$ cat src/rtl/int_ctrl.sv
// int_ctrl: edge-triggered interrupt request controller with a one-deep
// pending latch and a saturating count of coalesced/lost interrupt edges.
//
// Optional input filter: define INT_CTRL_DEBOUNCE_EN to insert a debounce
// filter between the synchronizer and the edge detector.
//
// Ports:
//   clk         in   1  clock, rising-edge active
//   reset       in   1  asynchronous active-low reset
//   irq_in      in   1  external interrupt line (asynchronous to clk)
//   int_ack     in   1  CPU accepts the pending request (1-cycle pulse)
//   rti_done    in   1  CPU finished the interrupt return (1-cycle pulse)
//   clr_cnt     in   1  synchronous clear of drop_cnt
//   interrupt   out  1  registered request to the CPU
//   in_service  out  1  registered, high while the CPU is servicing
//   drop_cnt    out  8  saturating count of coalesced/lost rising edges
module int_ctrl #(
  parameter int unsigned DEBOUNCE_CYCLES = 4
) (
  input  logic       clk,
  input  logic       reset,
  input  logic       irq_in,
  input  logic       int_ack,
  input  logic       rti_done,
  input  logic       clr_cnt,
  output logic       interrupt,
  output logic       in_service,
  output logic [7:0] drop_cnt
);

  localparam int unsigned CNT_W = 8;
  localparam int unsigned DB_W  = 4;

  typedef enum logic [1:0] {
    IDLE    = 2'd0,
    PENDING = 2'd1,
    SERVICE = 2'd2
  } state_e;

  // Elaboration-time guard on the filter length.
  if (DEBOUNCE_CYCLES < 2 || DEBOUNCE_CYCLES > 15) begin : g_bad_debounce
    $error("int_ctrl: DEBOUNCE_CYCLES must be in 2..15");
  end

  // Two-flop synchronizer for the asynchronous interrupt line.
  logic sync1_q, sync2_q;

  always_ff @(posedge clk or negedge reset) begin
    if (!reset) begin
      sync1_q <= 1'b0;
      sync2_q <= 1'b0;
    end else begin
      sync1_q <= irq_in;
      sync2_q <= sync1_q;
    end
  end

  logic rise_c;

`ifdef INT_CTRL_DEBOUNCE_EN
  // Debounce filter: filt_q follows sync2_q only after DEBOUNCE_CYCLES
  // consecutive samples that differ from the current filtered level.
  logic            filt_q, filt_d;
  logic [DB_W-1:0] db_cnt_q, db_cnt_d;

  always_comb begin
    filt_d   = filt_q;
    db_cnt_d = '0;
    if (sync2_q != filt_q) begin
      if (db_cnt_q == DB_W'(DEBOUNCE_CYCLES - 1)) begin
        filt_d = sync2_q;
      end else begin
        db_cnt_d = db_cnt_q + DB_W'(1);
      end
    end
  end

  always_ff @(posedge clk or negedge reset) begin
    if (!reset) begin
      filt_q   <= 1'b0;
      db_cnt_q <= '0;
    end else begin
      filt_q   <= filt_d;
      db_cnt_q <= db_cnt_d;
    end
  end

  // The edge is taken from the filter's next level so the FSM reacts on
  // the same clock edge the filtered level flips; filt_q is its previous value.
  assign rise_c = filt_d & ~filt_q;
`else
  // Previous synchronized level for rising-edge detection.
  logic prev_q;

  always_ff @(posedge clk or negedge reset) begin
    if (!reset) begin
      prev_q <= 1'b0;
    end else begin
      prev_q <= sync2_q;
    end
  end

  assign rise_c = sync2_q & ~prev_q;
`endif

  // Request FSM state, one-deep pending latch and drop counter.
  state_e           state_q, state_d;
  logic             latch_q, latch_d;
  logic             drop_inc_c;
  logic [CNT_W-1:0] drop_q, drop_d;
  logic             interrupt_q, in_service_q;

  always_comb begin
    state_d    = state_q;
    latch_d    = latch_q;
    drop_inc_c = 1'b0;
    unique case (state_q)
      IDLE: begin
        if (rise_c) state_d = PENDING;
      end
      PENDING: begin
        if (int_ack) begin
          state_d = SERVICE;
          // An edge arriving with the ack is remembered, not lost.
          if (rise_c) latch_d = 1'b1;
        end else if (rise_c) begin
          drop_inc_c = 1'b1;
        end
      end
      SERVICE: begin
        if (rti_done) begin
          if (rise_c) begin
            // New edge re-arms the request; an already latched one is lost.
            state_d    = PENDING;
            latch_d    = 1'b0;
            drop_inc_c = latch_q;
          end else if (latch_q) begin
            state_d = PENDING;
            latch_d = 1'b0;
          end else begin
            state_d = IDLE;
          end
        end else if (rise_c) begin
          if (latch_q) drop_inc_c = 1'b1;
          else         latch_d    = 1'b1;
        end
      end
      default: begin
        state_d = IDLE;
        latch_d = 1'b0;
      end
    endcase
  end

  // Saturating drop counter; clear wins over increment.
  always_comb begin
    drop_d = drop_q;
    if (clr_cnt) begin
      drop_d = '0;
    end else if (drop_inc_c && (drop_q != {CNT_W{1'b1}})) begin
      drop_d = drop_q + CNT_W'(1);
    end
  end

  always_ff @(posedge clk or negedge reset) begin
    if (!reset) begin
      state_q      <= IDLE;
      latch_q      <= 1'b0;
      drop_q       <= '0;
      interrupt_q  <= 1'b0;
      in_service_q <= 1'b0;
    end else begin
      state_q      <= state_d;
      latch_q      <= latch_d;
      drop_q       <= drop_d;
      interrupt_q  <= (state_d == PENDING);
      in_service_q <= (state_d == SERVICE);
    end
  end

  assign interrupt  = interrupt_q;
  assign in_service = in_service_q;
  assign drop_cnt   = drop_q;

endmodule

$ cat config.mk
export PLATFORM = sky130hd
export DESIGN_NAME = int_ctrl
export DESIGN_NICKNAME = d
export VERILOG_FILES = /design/src/rtl/int_ctrl.sv
export SDC_FILE = /design/constraint.sdc
export NUM_CORES = 1
export LEC_CHECK = 0
export CAP_MARGIN = 20
export CORE_MARGIN = 4
export CORE_UTILIZATION = 53
export DETAILED_ROUTE_END_ITERATION = 12
export PLACE_DENSITY = 0.8
export RECOVER_POWER = 25
export SLEW_MARGIN = 20
export SYNTH_ARGS = -nofsm -noshare
export SYNTH_HDL_FRONTEND = slang
export SYNTH_SLANG_ARGS = --single-unit
export TNS_END_PERCENT = 30
$ cat constraint.sdc
create_clock -name clk -period 3.8 [get_ports clk]
set_input_delay 0.38 -clock clk [delete_from_list [all_inputs] [get_ports clk]]
set_output_delay 0.38 -clock clk [all_outputs]
set_load 0.03 [all_outputs]
==> flow_summary.toml <==
[die]
fp.coreArea_mm2 = 0.001506
die_height_um = 47.92
io-pin-count = 16
rows = 14
fp.dieArea_mm2 = 0.002296
floorplan.die.width_um = 47.92
initial_core_util_pct = 56.06

[power_and_ir_drop]
vdd_ir_drop_max_mv = 0.3750
power.share.switching_pct = 34.58
power_report.internal_total_uw = 298.9
design_power_total_uw = 456.9
static-leakage-power_nw = 0.4174
switching_power_uw = 158.0
power.sequential.fraction_pct = 45.9
power-per-cell-area_mw_per_mm2 = 444.2
power.clock.fraction_pct = 18.7
combinationalPowerShare_pct = 35.4

[sta]
fin_tns_setup_ns = 0
finalSetupViolations = 0
timing.slew.headroom_pct = 55.09
finalHoldViolations = 0
clock-skew-final_ns = 0.001084
drv_slew = 0
crit_path_setup_slack_layout_ns = 1.846
fmaxAchievable_mhz = 511.8
worst_pin_slew_ns = 0.6715
final.hold.worst_slack_ns = 0.3607
grt_setup_unrepaired = "no"
finalCritPeriodShare_pct = 51.41
finalWorstPathRequiredPeriod_ns = 1.954

[synth]
post_synth.cell_area_avg_um2 = 9.936
number_of_enable_flip_flop_cells_after_synthesis = 0
synthDistinctLibCells = 29
synth-simple-area-share_pct = 23.70
number_of_standard_cells_after_synthesis = 85
share_of_the_synthesized_area_in_compound_gates_ao_oa_aoi_oai_pct = 17.33
synth_warnings = 0
synth.cell_area_um2 = 844.6
post_synth_mux_area_share_pct = 1.333
synth_seq_area_share_pct = 47.41
yosys.area_share.adder_pct = 7.407
synth-main-ff-cell = "sky130_fd_sc_hd__dfrtp_1"
async_reset_ff_share_pct = 100.0
main_combinational_cell_family_by_area_after_synthesis = "simple AND/OR/NAND/NOR gates"
mappedNetlistNets = 96
synth.ff_latch_count = 16
yosys.area_share.xor_xnor_pct = 0

[clock_network]
cts_setup_buffers = 0
cts-buffers-inserted = 3
post_cts_resized = 0
cts_root_buffer = "sky130_fd_sc_hd__clkbuf_4"
cts-htree-levels = 1
max-clock-path-buffers = 2
cts_tree = "built"
clkSlewWorstSetupHoldPaths_ns = 0.08
cts_hold_repair.buffers = 0
clock_sinks = 16
clock_latency_ns = 0.28

[worst_setup_path]
r2r_start = "state_q[0]"
r2r_end = "drop_cnt[5]"
r2r.worst_path.cells = 6
crit_fanout = 13
start_kind = "flop"
critical_path_required_ns = 4.01
worstSetupEndpointType = "flop"
arr_time_crit_path_ns = 2.16
r2r_slack_ns = 1.85
worstSetupPathType = "reg2reg"

[routing]
routed_wirelength_um = 1594
detailroute.via_count = 703
vias_per_cell = 6.009
drtPass1Iterations = 4
postRouteAntennaNets = 0
wl_per_instance_um = 13.62
drt_iter0_drc = 19
residual_drc_count = 0

[finish]
area_growth_syn_to_layout_pct = 21.78
final_net_count = 114
final_area_mm2 = 0.001028
layout.core_utilization_pct = 68.27
fillerInstances = 129
post_layout_nonfiller_instances = 117
diodes = 0
post_route_cells_drive_above_1_share_pct = 3.960

[global_route]
antenna_found_initial = 0
track_usage_pct = 15.46
grt_overflow_total = 0
grt_start_max_net_pins = 17
grt_pass1_wl_um = 2463
grt_pass1_vias = 584

[placement]
placed_cells_incl_taps = 114
io_buffer_count = 15
post_dp_cell_area_mm2 = 0.001006
dp.final_hpwl_um = 1165
minimum_setup_slack_after_placement_ns = 1.763
globalplace.congestion = 0.7089

[hold_path]
hold_start = "sync1_q"
min_path_cells = 0
hold_path_class = "reg2reg"
hold_path_end = "sync2_q"

[outcome]
run_status = "finished clean"

[run]
cap_violations = 0
## layer usage
| layer | global-route usage [%] | wire, um | part of all wire [%] |
|---|---|---|---|
| met5 | 0 | 0 | 0 |
| met4 | 6.452 | 30 | 1.9 |
| met3 | 3.759 | 76 | 4.8 |
| met2 | 23.48 | 714 | 45 |
| met1 | 20.87 | 772 | 48 |
## cell usage in the layout (no fill, tap or decap), types with 4 or more instances in the layout
master,netlist,layout
sky130_fd_sc_hd__inv_1,4,4
sky130_fd_sc_hd__o21ai_0,4,4
sky130_fd_sc_hd__nand2_1,6,6
sky130_fd_sc_hd__dfrtp_1,16,16
sky130_fd_sc_hd__clkdlybuf4s50_1,0,13
sky130_fd_sc_hd__nor2b_1,6,6
sky130_fd_sc_hd__a21oi_1,10,10
sky130_fd_sc_hd__ha_1,5,5
sky130_fd_sc_hd__o31ai_1,4,4
## registers in the layout (all words and copies together), names as in the netlist
signal / cells
drop_cnt: 8
in_service: 1
interrupt: 1
latch_q: 1
prev_q: 1
state_q: 2
sync1_q: 1
sync2_q: 1
## power by group through the flow
stage	Sequential, mW	Clock, mW	Combinational [mW]
after floorplan	0.229	0	0.0958
final	0.210	0.0855	0.162
after global routing	0.212	0.0963	0.177
after detailed placement	0.213	0	0.159
after CTS	0.210	0.0886	0.162
after global placement	0.213	0	0.156
## worst max path at each step
stage                    start           to  slack (ns)  cells after the start
floorplan           state_q[0]  drop_cnt[7]        2.01                      7
global placement       int_ack  drop_cnt[5]        1.81                      5
detailed placement     int_ack  drop_cnt[5]        1.76                      5
CTS                 state_q[0]  drop_cnt[5]        1.85                      6
global route        state_q[0]  drop_cnt[3]        1.76                      6
finish              state_q[0]  drop_cnt[5]        1.85                      6
## critical path: stages, from the launching register on
cell and delay (ns):
sky130_fd_sc_hd__dfrtp_1 0.42, sky130_fd_sc_hd__inv_1 0.08, sky130_fd_sc_hd__ha_1 0.34, sky130_fd_sc_hd__nand3b_4 0.08, sky130_fd_sc_hd__a21o_1 0.28, sky130_fd_sc_hd__or4_1 0.54, sky130_fd_sc_hd__a21oi_1 0.14
## cells in the mapped netlist, types with 3 or more instances
| cell type | n | area share [%] |
|---|---|---|
| sky130_fd_sc_hd__nor2b_1 | 6 | 4.4 |
| sky130_fd_sc_hd__dfrtp_1 | 16 | 47 |
| sky130_fd_sc_hd__nand2_1 | 6 | 2.7 |
| sky130_fd_sc_hd__a21oi_1 | 10 | 5.9 |
| sky130_fd_sc_hd__nand3_1 | 3 | 1.8 |
| sky130_fd_sc_hd__o21ai_0 | 4 | 2.4 |
| sky130_fd_sc_hd__o31ai_1 | 4 | 3.6 |
| sky130_fd_sc_hd__inv_1 | 4 | 1.8 |
| sky130_fd_sc_hd__ha_1 | 5 | 7.4 |
| sky130_fd_sc_hd__or4_1 | 3 | 2.7 |
| sky130_fd_sc_hd__nor3_1 | 3 | 1.8 |
## layout make-up
cell class,count,area [um^2],area share [%]
Multi-Input combinational cell,63,420.4,40.88
Sequential cell,16,400.4,38.93
Timing Repair Buffer,15,150.1,14.60
Clock buffer,3,22.52,2.190
Tap cell,16,20.02,1.946
Inverter,4,15.01,1.460
## cell families (layout without fill, tap and decap cells)
logic type,count (synthesis),in the layout
AO/OA/AOI/OAI,24,24
adder cells (fa/ha/maj),5,5
buffers and inverters,6,22
flip-flops,16,16
multiplexers,1,1
AND/OR/NAND/NOR,33,33
Power figures use the tool's default switching activity.
